## config.mk

```make
export PLATFORM = sky130hd
export DESIGN_NAME = alu_iter_flat
export DESIGN_NICKNAME = d
export VERILOG_FILES = /design/src/rtl/alu_iter_if.sv /design/src/rtl/alu_iter.sv /design/src/flat_wrapper.sv
export SDC_FILE = /design/constraint.sdc
export NUM_CORES = 1
export LEC_CHECK = 0
export ABC_AREA = 1
export CAP_MARGIN = 20
export CELL_PAD_IN_SITES_DETAIL_PLACEMENT = 0
export CELL_PAD_IN_SITES_GLOBAL_PLACEMENT = 1
export CORE_MARGIN = 3
export CORE_UTILIZATION = 40
export CTS_CLUSTER_DIAMETER = 100
export DETAILED_ROUTE_END_ITERATION = 16
export GPL_TIMING_DRIVEN = 0
export PLACE_DENSITY = 0.9
export SYNTH_ARGS = -nofsm -noshare
export SYNTH_HDL_FRONTEND = slang
export SYNTH_SLANG_ARGS = --single-unit
export TNS_END_PERCENT = 5
```

## constraint.sdc

```tcl
create_clock -name clk -period 3.45 [get_ports clk]
set_input_delay 0.69 -clock clk [delete_from_list [all_inputs] [get_ports clk]]
set_output_delay 0.69 -clock clk [all_outputs]
set_load 0.05 [all_outputs]
```

## src/rtl/alu_iter_if.sv

```systemverilog
// alu_iter_if: operation/result handshake bundle for alu_iter.
//   in_valid/in_ready   : operation handshake (ALUctl, MDUctl, A, B)
//   out_valid/out_ready : result handshake (ALUOut)
//   master modport = producer/consumer side, slave modport = alu_iter side.
interface alu_iter_if #(
  parameter int unsigned WIDTH = 32
);
  logic             in_valid;
  logic             in_ready;
  logic [9:0]       ALUctl;
  logic [7:0]       MDUctl;
  logic [WIDTH-1:0] A;
  logic [WIDTH-1:0] B;
  logic             out_valid;
  logic             out_ready;
  logic [WIDTH-1:0] ALUOut;

  modport master (
    output in_valid, ALUctl, MDUctl, A, B, out_ready,
    input  in_ready, out_valid, ALUOut
  );

  modport slave (
    input  in_valid, ALUctl, MDUctl, A, B, out_ready,
    output in_ready, out_valid, ALUOut
  );
endinterface

```

## src/rtl/alu_iter.sv

```systemverilog
// alu_iter: RV32I-style ALU with optional iterative M-extension unit.
//   clk  : sole clock, rising edge
//   rst  : synchronous active-high reset
//   bus  : alu_iter_if.slave (operation in, registered result out)
// Base ops complete in one cycle. With macro ALU_ITER_MULDIV_EN defined,
// MUL-class ops use a radix-2 shift-add multiplier and DIV-class ops a
// restoring divider, each taking WIDTH iterations; divide-by-zero and
// signed overflow take the one-cycle path. Without the macro, MDUctl is
// ignored and every op takes the one-cycle path.
module alu_iter #(
  parameter int unsigned WIDTH = 32
) (
  input  logic      clk,
  input  logic      rst,
  alu_iter_if.slave bus
);

  localparam int unsigned SHW = $clog2(WIDTH);

  typedef enum logic [1:0] {
    IDLE = 2'd0,
`ifdef ALU_ITER_MULDIV_EN
    ITER = 2'd1,
`endif
    DONE = 2'd2
  } state_t;

  state_t           state_q, state_d;
  logic [WIDTH-1:0] aluout_q, aluout_d;
  logic             out_valid_q;
  logic             in_ready_q;
  logic             accept_c;
  logic [WIDTH-1:0] base_res_c;
  logic [SHW-1:0]   shamt_c;
  logic             lt_s_c, lt_u_c;

  assign accept_c      = bus.in_valid & in_ready_q;
  assign bus.in_ready  = in_ready_q;
  assign bus.out_valid = out_valid_q;
  assign bus.ALUOut    = aluout_q;

  // Single-cycle base ALU; lowest set ALUctl bit wins if several are set
  always_comb begin
    shamt_c    = bus.B[SHW-1:0];
    lt_s_c     = $signed(bus.A) < $signed(bus.B);
    lt_u_c     = bus.A < bus.B;
    base_res_c = '0;
    if      (bus.ALUctl[0]) base_res_c = {{(WIDTH-1){1'b0}}, lt_u_c};
    else if (bus.ALUctl[1]) base_res_c = {{(WIDTH-1){1'b0}}, lt_s_c};
    else if (bus.ALUctl[2]) base_res_c = bus.A + bus.B;
    else if (bus.ALUctl[3]) base_res_c = bus.A - bus.B;
    else if (bus.ALUctl[4]) base_res_c = bus.A ^ bus.B;
    else if (bus.ALUctl[5]) base_res_c = bus.A | bus.B;
    else if (bus.ALUctl[6]) base_res_c = bus.A & bus.B;
    else if (bus.ALUctl[7]) base_res_c = bus.A << shamt_c;
    else if (bus.ALUctl[8]) base_res_c = bus.A >> shamt_c;
    else if (bus.ALUctl[9]) base_res_c = $unsigned($signed(bus.A) >>> shamt_c);
  end

`ifdef ALU_ITER_MULDIV_EN
  localparam int unsigned      W2      = 2 * WIDTH;
  localparam logic [WIDTH-1:0] ONES    = '1;
  localparam logic [WIDTH-1:0] MIN_NEG = {1'b1, {(WIDTH-1){1'b0}}};

  // Shared iteration datapath: hi = partial product / remainder,
  // lo = multiplier / dividend-quotient, mcand = multiplicand / divisor
  logic [SHW-1:0]   cnt_q, cnt_d;
  logic [WIDTH-1:0] hi_q, hi_d, lo_q, lo_d, mcand_q, mcand_d;
  logic             is_div_q, is_div_d;
  logic             want_hi_q, want_hi_d;
  logic             neg_q, neg_d;

  logic             a_neg_c, b_neg_c, b_zero_c, ovf_c;
  logic [WIDTH-1:0] abs_a_c, abs_b_c;
  logic             mdu_iter_c, ld_div_c, ld_hi_c, ld_neg_c;
  logic [WIDTH-1:0] ld_lo_c, ld_mcand_c, fast_res_c;

  // Accept-time decode: operand magnitudes, result sign, fast-path results
  always_comb begin
    a_neg_c    = bus.A[WIDTH-1];
    b_neg_c    = bus.B[WIDTH-1];
    abs_a_c    = a_neg_c ? (~bus.A + WIDTH'(1)) : bus.A;
    abs_b_c    = b_neg_c ? (~bus.B + WIDTH'(1)) : bus.B;
    b_zero_c   = (bus.B == '0);
    ovf_c      = (bus.A == MIN_NEG) && (bus.B == ONES);
    mdu_iter_c = 1'b0;
    ld_div_c   = 1'b0;
    ld_hi_c    = 1'b0;
    ld_neg_c   = 1'b0;
    ld_lo_c    = bus.B;
    ld_mcand_c = bus.A;
    fast_res_c = base_res_c;
    if (bus.MDUctl[0]) begin
      mdu_iter_c = 1'b1;
    end else if (bus.MDUctl[1]) begin
      mdu_iter_c = 1'b1;
      ld_hi_c    = 1'b1;
      ld_lo_c    = abs_b_c;
      ld_mcand_c = abs_a_c;
      ld_neg_c   = a_neg_c ^ b_neg_c;
    end else if (bus.MDUctl[2]) begin
      mdu_iter_c = 1'b1;
      ld_hi_c    = 1'b1;
      ld_mcand_c = abs_a_c;
      ld_neg_c   = a_neg_c;
    end else if (bus.MDUctl[3]) begin
      mdu_iter_c = 1'b1;
      ld_hi_c    = 1'b1;
    end else if (bus.MDUctl[4]) begin
      if (b_zero_c)   fast_res_c = ONES;
      else if (ovf_c) fast_res_c = bus.A;
      else begin
        mdu_iter_c = 1'b1;
        ld_div_c   = 1'b1;
        ld_lo_c    = abs_a_c;
        ld_mcand_c = abs_b_c;
        ld_neg_c   = a_neg_c ^ b_neg_c;
      end
    end else if (bus.MDUctl[5]) begin
      if (b_zero_c) fast_res_c = ONES;
      else begin
        mdu_iter_c = 1'b1;
        ld_div_c   = 1'b1;
        ld_lo_c    = bus.A;
        ld_mcand_c = bus.B;
      end
    end else if (bus.MDUctl[6]) begin
      if (b_zero_c)   fast_res_c = bus.A;
      else if (ovf_c) fast_res_c = '0;
      else begin
        mdu_iter_c = 1'b1;
        ld_div_c   = 1'b1;
        ld_hi_c    = 1'b1;
        ld_lo_c    = abs_a_c;
        ld_mcand_c = abs_b_c;
        ld_neg_c   = a_neg_c;
      end
    end else if (bus.MDUctl[7]) begin
      if (b_zero_c) fast_res_c = bus.A;
      else begin
        mdu_iter_c = 1'b1;
        ld_div_c   = 1'b1;
        ld_hi_c    = 1'b1;
        ld_lo_c    = bus.A;
        ld_mcand_c = bus.B;
      end
    end
  end

  logic [WIDTH:0]   sum_c, sh_c, diff_c;
  logic [WIDTH-1:0] hi_n_c, lo_n_c, qr_c, fin_res_c;
  logic [W2-1:0]    prod_c;

  // One iteration step plus the sign fix used on the final step
  always_comb begin
    sum_c  = {1'b0, hi_q} + (lo_q[0] ? {1'b0, mcand_q} : '0);
    sh_c   = {hi_q, lo_q[WIDTH-1]};
    diff_c = sh_c - {1'b0, mcand_q};
    if (is_div_q) begin
      // restoring step: keep the difference only when it did not borrow
      if (!diff_c[WIDTH]) begin
        hi_n_c = diff_c[WIDTH-1:0];
        lo_n_c = {lo_q[WIDTH-2:0], 1'b1};
      end else begin
        hi_n_c = sh_c[WIDTH-1:0];
        lo_n_c = {lo_q[WIDTH-2:0], 1'b0};
      end
    end else begin
      hi_n_c = sum_c[WIDTH:1];
      lo_n_c = {sum_c[0], lo_q[WIDTH-1:1]};
    end
    prod_c = {hi_n_c, lo_n_c};
    if (neg_q) prod_c = ~prod_c + W2'(1);
    qr_c = want_hi_q ? hi_n_c : lo_n_c;
    if (neg_q) qr_c = ~qr_c + WIDTH'(1);
    if (is_div_q)       fin_res_c = qr_c;
    else if (want_hi_q) fin_res_c = prod_c[W2-1:WIDTH];
    else                fin_res_c = prod_c[WIDTH-1:0];
  end
`else
  logic unused_mdu;
  assign unused_mdu = ^bus.MDUctl;
`endif

  // Next-state and datapath load
  always_comb begin
    state_d  = state_q;
    aluout_d = aluout_q;
`ifdef ALU_ITER_MULDIV_EN
    cnt_d     = cnt_q;
    hi_d      = hi_q;
    lo_d      = lo_q;
    mcand_d   = mcand_q;
    is_div_d  = is_div_q;
    want_hi_d = want_hi_q;
    neg_d     = neg_q;
`endif
    unique case (state_q)
      IDLE: begin
        if (accept_c) begin
`ifdef ALU_ITER_MULDIV_EN
          if (mdu_iter_c) begin
            state_d   = ITER;
            cnt_d     = '0;
            hi_d      = '0;
            lo_d      = ld_lo_c;
            mcand_d   = ld_mcand_c;
            is_div_d  = ld_div_c;
            want_hi_d = ld_hi_c;
            neg_d     = ld_neg_c;
          end else begin
            state_d  = DONE;
            aluout_d = fast_res_c;
          end
`else
          state_d  = DONE;
          aluout_d = base_res_c;
`endif
        end
      end
`ifdef ALU_ITER_MULDIV_EN
      ITER: begin
        hi_d  = hi_n_c;
        lo_d  = lo_n_c;
        cnt_d = cnt_q + SHW'(1);
        if (cnt_q == SHW'(WIDTH - 1)) begin
          state_d  = DONE;
          aluout_d = fin_res_c;
        end
      end
`endif
      DONE: begin
        if (bus.out_ready) state_d = IDLE;
      end
      default: state_d = IDLE;
    endcase
  end

  // State and output registers
  always_ff @(posedge clk) begin
    if (rst) begin
      state_q     <= IDLE;
      aluout_q    <= '0;
      out_valid_q <= 1'b0;
      in_ready_q  <= 1'b1;
`ifdef ALU_ITER_MULDIV_EN
      cnt_q     <= '0;
      hi_q      <= '0;
      lo_q      <= '0;
      mcand_q   <= '0;
      is_div_q  <= 1'b0;
      want_hi_q <= 1'b0;
      neg_q     <= 1'b0;
`endif
    end else begin
      state_q     <= state_d;
      aluout_q    <= aluout_d;
      out_valid_q <= (state_d == DONE);
      in_ready_q  <= (state_d == IDLE);
`ifdef ALU_ITER_MULDIV_EN
      cnt_q     <= cnt_d;
      hi_q      <= hi_d;
      lo_q      <= lo_d;
      mcand_q   <= mcand_d;
      is_div_q  <= is_div_d;
      want_hi_q <= want_hi_d;
      neg_q     <= neg_d;
`endif
    end
  end

endmodule

```

## src/flat_wrapper.sv

```systemverilog
// flat-port wrapper written by rule: the top's interface ports become plain ports
module alu_iter_flat 
#(
  parameter int unsigned WIDTH = 32
)
  (clk, rst, bus_in_valid, bus_ALUctl, bus_MDUctl, bus_A, bus_B, bus_out_ready, bus_in_ready, bus_out_valid, bus_ALUOut);
  alu_iter_if #(.WIDTH(WIDTH)) bus_i ();
  input  logic clk;
  input  logic rst;
  input wire logic [$bits(bus_i.in_valid)-1:0] bus_in_valid;
  input wire logic [$bits(bus_i.ALUctl)-1:0] bus_ALUctl;
  input wire logic [$bits(bus_i.MDUctl)-1:0] bus_MDUctl;
  input wire logic [$bits(bus_i.A)-1:0] bus_A;
  input wire logic [$bits(bus_i.B)-1:0] bus_B;
  input wire logic [$bits(bus_i.out_ready)-1:0] bus_out_ready;
  output wire logic [$bits(bus_i.in_ready)-1:0] bus_in_ready;
  output wire logic [$bits(bus_i.out_valid)-1:0] bus_out_valid;
  output wire logic [$bits(bus_i.ALUOut)-1:0] bus_ALUOut;
  assign bus_i.in_valid = bus_in_valid;
  assign bus_i.ALUctl = bus_ALUctl;
  assign bus_i.MDUctl = bus_MDUctl;
  assign bus_i.A = bus_A;
  assign bus_i.B = bus_B;
  assign bus_i.out_ready = bus_out_ready;
  assign bus_in_ready = bus_i.in_ready;
  assign bus_out_valid = bus_i.out_valid;
  assign bus_ALUOut = bus_i.ALUOut;
  alu_iter #(.WIDTH(WIDTH)) u_core (.clk(clk), .rst(rst), .bus(bus_i));
endmodule
```

==> results.md, run 1 <==
- Status: complete, no violations
- Clk sink count: 36
- Gpl congestion: 1.125
- GR peak layer: met2
- Mean routed wirelength per cell: 23.99 um
- DRT Wirelength: 62290 um
- Cells along the critical path: dlygate4sd2_1, inv_2, buf_2, a21oi_2, o21ai_0, nand2_1, nand2_1, nor2_1, nor3_1, o21ai_0, o211ai_1, nand2_1, nand2_1, nand2_1, a21oi_1
- Iteration-0 DRC Markers: 1901
- Initial cell density of the core: 0.4090
- Syn Nets: 2331
- Num rows: 60
- Final Cycle Share: 0.9720
- GR Layer Usage met3: 0.04298
- Number of setup violations in the final report: 0
- Setup TNS: 0 ns
- Post-synthesis register bit count: 36
- First-pass GRT wire length: 89870 um
- Drc violations: 0
- Min Tclk post-route: 3.354 ns
- Post-synth EDFFs: 0
- Clock H-tree levels: 2
- Nets: 2449
- Maximum vdd ir drop: 149.5 uV
- Slowest-stage cell, CP: o21ai_0
- Fin Clk Skew: 0.001999 ns
- Detailed Place HPWL: 52130 um
- Vias: 15700
- Clock slew at reported path FFs: 0.05 ns
- Clk_lat worst skew: 0.28 ns
- Die Wd: 172.2 um
- Crit. End Element: flip-flop
- Filler instances: 3058
- Largest net degree at the start of global routing: 13
- Min-Delay Path Class: flip-flop to flip-flop
- Top Ports: 120
- Register area share after synthesis: 0.06520
- Synthesized area: 11050 um2
- Critical Path Fanout Max: 11
- Prevailing post-synth register cell: dfxtp_1
- Final Hold Viols: 0
- Share of synthesized flip-flops with an asynchronous set or reset: 0
- Initial antenna violation count: 0
- TritonCTS Buffers: 5
- Die Y: 172.2 um
- Post-Route Utilization: 0.4839
- CTS tree: yes
- Worst-Margin Slew: 0.8806 ns
- Number of global-route vias before repair: 14710
- Die footprint: 29660 um2
- Max_cap viols: 0
- PortBufs: 106
- Root Driver: clkbuf_16
- Total power: 2.972 mW
- PD cells: 227.3 nW/um2
- Global routing usage on met1: 0.4809
- Final Non-Filler Cells: 2596
- WP data arrival: 3.50 ns
- Cell variety after synth: 52
- Leak Pwr: 6.481 nW
- Largest stage delay on the critical path: 0.43 ns
- FMAX: 298.2 MHz
- Final slew viol count: 0
- Synthesis-to-finish area growth: 18.32%
- Unrepaired setup endpoints after global routing: true
- ANT cells: 0
- Worst Path Required: 3.60 ns
- GRT Total Usage: 0.4094
- Share of cells above drive strength 1: 0.07317
- Placed insts: 2583
- Synth warnings: 0
- Mapped Cells: 2136
- Startpoint types: input pin
- Relative slew slack: 0.4129
- Post-route ant nets: 0
- Sequential cell area: 720.7 um2
- Number of vias per cell: 6.048
- Global route overflow: 0
- Clk buf depth: 2
- Flop-to-flop setup slack: 0.95 ns
- Placeable Area: 27030 um2
- GR met2 Demand/Resource: 0.7005
- Initial DRT Pass Iterations: 6
- Post-Syn Area per Cell: 5.175 um2
- Crit path top cell by count: nand2_1
- Multi-input gate area: 9215 um2
- Crit Path Class: input pin to flip-flop
[where the power goes]
group | switching [mW] | internal (mW) | leakage, nW
Clock | 0.154 | 0.284 | 0.0766
Sequential | 0.00519 | 0.429 | 0.292
Combinational | 1.47 | 0.627 | 6.11
Total | 1.63 | 1.34 | 6.48
[kinds of logic after synthesis]
family                   count (synthesis)  share of synthesized area
AND/OR/NAND/NOR                       1208                     0.4531
adder cells (fa/ha/maj)                109                     0.1247
other                                    1                  0.0003393
buffers and inverters                  331                     0.1234
XOR/XNOR                                17                    0.01347
AO/OA/AOI/OAI                          434                     0.2197
flip-flops                              36                    0.06520
[registers in the layout (all words and copies together), names as in the netlist]
name / count
u_core.bus.ALUOut: 32
u_core.state_q: 2
u_core.bus.in_ready: 1
u_core.bus.out_valid: 1
[per-stage QoR]
| stage | hold WS, ns | setup slack [ns] | instance area (um2) |
|---|---|---|---|
| after global routing | 0.4724 | -0.03194 | 13080 |
| after floorplan | 0.5074 | 0.4597 | 11050 |
| final | 0.4595 | 0.09646 | 13080 |
| after CTS | 0.4624 | -0.02494 | 12900 |
| after global placement | 0.4513 | -1.813 | 12540 |
| after detailed placement | 0.4545 | -1.746 | 12540 |
[final timing paths]
kind | depth (start not counted) | to | start
min | 2 | u_core.bus.ALUOut[30] | u_core.bus.ALUOut[30]
min reg2reg | 2 | u_core.bus.ALUOut[30] | u_core.bus.ALUOut[30]
max reg2reg | 9 | u_core.bus.ALUOut[15] | u_core.bus.in_ready
max | 15 | u_core.bus.ALUOut[15] | bus_B[0]
[cell type report]
cell class | instances | share of cell area
Tap cell | 341 | 0.03263
Timing Repair Buffer | 112 | 0.08745
Clock buffer | 6 | 0.01062
Inverter | 219 | 0.06343
Buffer | 111 | 0.04535
Multi-Input combinational cell | 1769 | 0.7047
Sequential cell | 36 | 0.05511
Clock inverter | 2 | 0.0007654
[critical path: cells and delay by family]
| kind | cells | cell delay (ns) |
|---|---|---|
| AO/OA/AOI/OAI | 5 | 1.22 |
| buffers and inverters | 3 | 0.85 |
| AND/OR/NAND/NOR | 7 | 0.73 |
[cells in the mapped netlist, types with 3 or more instances]
cell,count,area share
clkbuf_1,39,0.013
buf_1,10,0.0034
a31oi_1,8,0.0045
clkinv_1,3,0.0010
nor3_1,21,0.0095
dfxtp_1,36,0.065
buf_6,4,0.0041
inv_2,8,0.0027
nand2_1,665,0.23
buf_2,51,0.023
and2_1,4,0.0023
o2111ai_1,5,0.0040
nor4_1,3,0.0017
a21oi_1,186,0.084
o21ai_0,113,0.051
o31ai_1,3,0.0020
ha_1,107,0.12
a21boi_0,4,0.0027
o21bai_1,10,0.0068
nand2_2,4,0.0023
o21ai_1,39,0.018
nand3b_1,4,0.0027
a211oi_1,6,0.0041
o21a_1,12,0.0082
inv_1,208,0.071
o211ai_1,27,0.018
a21o_1,8,0.0054
nand3_1,261,0.12
xor2_1,17,0.013
nand4_1,15,0.0085
or2_2,3,0.0017
buf_4,7,0.0048
nor2_1,221,0.075
[layout by cell type (no fill, tap or decap), types with 20 or more instances in the layout]
cell type        Yosys  layout
nand2_1            665     656
nand3_1            261     257
nor2_1             221     209
inv_1              208     203
a21oi_1            186     175
o21ai_0            113     106
ha_1               107     100
clkdlybuf4s50_1      0      78
o21ai_1             39      43
buf_2               51      42
clkbuf_1            39      39
dfxtp_1             36      36
o211ai_1            27      27
dlymetal6s2s_1       0      20
[per-layer routing]
layer	vias to the layer above	routed length, um
li1	7235	-
met1	7187	22890
met2	1006	28820
met3	272	5234
met4	0	5345
met5	-	0
[timing repair]
action,4_1_cts,5_1_grt
gates resized for setup,72,68
setup endpoints to repair,32,31
pin swaps,3,8
hold buffers,0,0
buffers inserted,3,3
No activity file was read; power rests on OpenSTA's default activity.
==> run 2, diff against run 1 <==
==> constraint.sdc (replaced) <==
create_clock -name clk -period 3.45 [get_ports clk]
set_input_delay 0.69 -clock clk [delete_from_list [all_inputs] [get_ports clk]]
set_output_delay 0.69 -clock clk [all_outputs]
set_load 0.005 [all_outputs]
==> results of run 2 <==
The final DEF is identical to that of run 1. Status: complete, no violations.
Main changes from that run: total power 2.972 mW -> 2.936 mW; worst IR drop on VDD 149.5 uV -> 148.7 uV
==> run 3, diff against run 2 <==
--- a/config.mk
+++ b/config.mk
@@ -9,7 +9,7 @@
 export CAP_MARGIN = 20
 export CELL_PAD_IN_SITES_DETAIL_PLACEMENT = 0
 export CELL_PAD_IN_SITES_GLOBAL_PLACEMENT = 1
-export CORE_MARGIN = 3
+export CORE_MARGIN = 1.5
 export CORE_UTILIZATION = 40
 export CTS_CLUSTER_DIAMETER = 100
 export DETAILED_ROUTE_END_ITERATION = 16
==> run 3 against run 2 <==
Effect of this change: count of clock-buffer cells in the layout decreased by 1; sequential cell count unchanged; the run now ends with setup timing left; setup slack got worse by 0.11 ns; global-route usage increased by 1.6 points; critical path type unchanged; clock skew about the same; critical endpoint is now u_core.bus.ALUOut[2]; sequential power about the same; total power decreased by 0.68%; cell area increased by 0.11%; combinational power about the same.
==> results.md, run 3 (synthesized netlist as in run 1, its figures left out) <==
- WL met2: 27940 um
- Number of setup violations in the final report: 1
- Gate power share: 0.713
- Setup TNS: -0.01007 ns
- TritonCTS Buffers: 5
- Min Tclk post-route: 3.460 ns
- Post-route cell area: 13090 um2
- PD cells: 222.7 nW/um2
- WHS: 0.4598 ns
- Share of cells above drive strength 1: 0.07440
- Commonest non-fill, non-tap cell in the layout: nand2_1
- Status: complete, but fails checks
- Clk_lat worst skew: 0.28 ns
- Final worst slack: -0.01007 ns
- Relative slew slack: 0.3317
- Slowest-stage cell, CP: buf_1
- Initial cell density of the core: 0.4090
- Initial antenna violation count: 3
- Crit. End Element: flip-flop
- Critical Path Fanout Max: 16
- GRT Total Usage: 0.4257
- Initial DRT Pass Iterations: 6
- CTS Hold Bufs: 0
- Die Y: 169.2 um
- Final Hold Viols: 0
- Maximum vdd ir drop: 164.7 uV
- Switching power: 1.596 mW
- Vias: 15650
- Gpl congestion: 1.151
- Mean routed wirelength per cell: 23.93 um
- Internal: 1.320 mW
- Most frequent cells in the layout: nand2_1 (653), nand3_1 (259), nor2_1 (211)
- Top Ports: 120
- Post-Route Utilization: 0.4844
- PortBufs: 106
- Clk sink count: 36
- Clock slew at reported path FFs: 0.05 ns
- Detailed Place HPWL: 51590 um
- Final Non-Filler Cells: 2601
- Cells along the critical path: buf_2, inv_8, buf_2, buf_1, nand2_1, nand2_1, nor2_1, o31ai_1, nand2_1, nand2_1, nand2_1, a21oi_1
- WP data arrival: 3.67 ns
- Violated checks: setup timing
- Clk buf depth: 2
- WL met3: 5626 um
- Crit Path Class: input pin to flip-flop
- Clock H-tree levels: 2
- Number of vias per cell: 6.015
- Startpoint types: input pin
- Iteration-0 DRC Markers: 1926
- Seq pwr share: 0.149
- Global route overflow: 0
- Die Wd: 169.2 um
- Final Cycle Share: 1.003
- Placed insts: 2583
- Number of global-route vias before repair: 14820
- Worst-Margin Slew: 0.9971 ns
- Crit path top cell by count: nand2_1
- Placeable Area: 27030 um2
- Highest metal used: met5
- Unrepaired setup endpoints after global routing: true
- CTS tree: yes
- Total power: 2.916 mW
- Die footprint: 28640 um2
- FMAX: 289.0 MHz
- DRT Wirelength: 62230 um
- Placed cell areas: 12540 um2
- Buf/Inv on CP: 4
- Leak Pwr: 6.512 nW
- Final slew viol count: 0
- First-pass GRT wire length: 90330 um
- Post-route ant nets: 0
- Met1 wire length: 22900 um
- Largest net degree at the start of global routing: 17
- Delay-heaviest family, CP: buffers and inverters
- Sw frac: 0.5472
- Max_cap viols: 0
- Largest stage delay on the critical path: 0.77 ns
- Num rows: 60
- Share of total power in the clock network: 0.138
- Synthesis-to-finish area growth: 18.44%
- Min-Delay Path Class: flip-flop to flip-flop
- Root Driver: clkbuf_16
- Nets: 2455
- Place WS: -1.699 ns
- Worst Path Required: 3.66 ns
- Drc violations: 0
- Fin Clk Skew: 0.001699 ns
- Largest register FFs: 32
[run 3: per-layer routing]
metal / GRT usage / up-vias
li1: - / 7244
met1: 0.4845 / 7124
met2: 0.7173 / 998
met3: 0.06250 / 278
met4: 0.3321 / 2
met5: 0 / -
[run 3: layout make-up]
cell class | count | area, um2
Tap cell | 341 | 426.7
Multi-Input combinational cell | 1769 | 9208
Fill cell | 3129 | 13930
Timing Repair Buffer | 118 | 1187
Antenna cell | 2 | 5.005
Sequential cell | 36 | 720.7
Buffer | 111 | 586.8
Clock buffer | 5 | 125.1
Inverter | 219 | 832.0
[run 3: power by group through the flow]
stage                     registers (mW)  clock network [mW]  logic, mW
after floorplan                    0.443                   0       1.18
after CTS                          0.434               0.400       1.95
after detailed placement           0.442                   0       1.90
final                              0.434               0.402       2.08
after global routing               0.435               0.407       2.22
after global placement             0.442                   0       1.90
[run 3: repair_timing]
item / 4_1_cts / 5_1_grt
gates resized for setup: 69 / 72
endpoints found under the setup margin: 32 / 29
buffers inserted: 5 / 7
pin swaps: 5 / 9
endpoints found under the hold margin: 0 / 0
[run 3: final timing paths]
check,from,endpoint,slack (ns),depth (start not counted)
min,u_core.bus.ALUOut[26],u_core.bus.ALUOut[26],0.46,2
max reg2reg,u_core.bus.in_ready,u_core.bus.ALUOut[1],0.88,9
max,bus_B[3],u_core.bus.ALUOut[2],-0.01,12
min reg2reg,u_core.bus.ALUOut[26],u_core.bus.ALUOut[26],0.46,2
[run 3: tightest hold or removal path: stages, from the launching register on]
cell	delay (ns)
dfxtp_1	0.30
nand2_1	0.06
a21oi_1	0.05
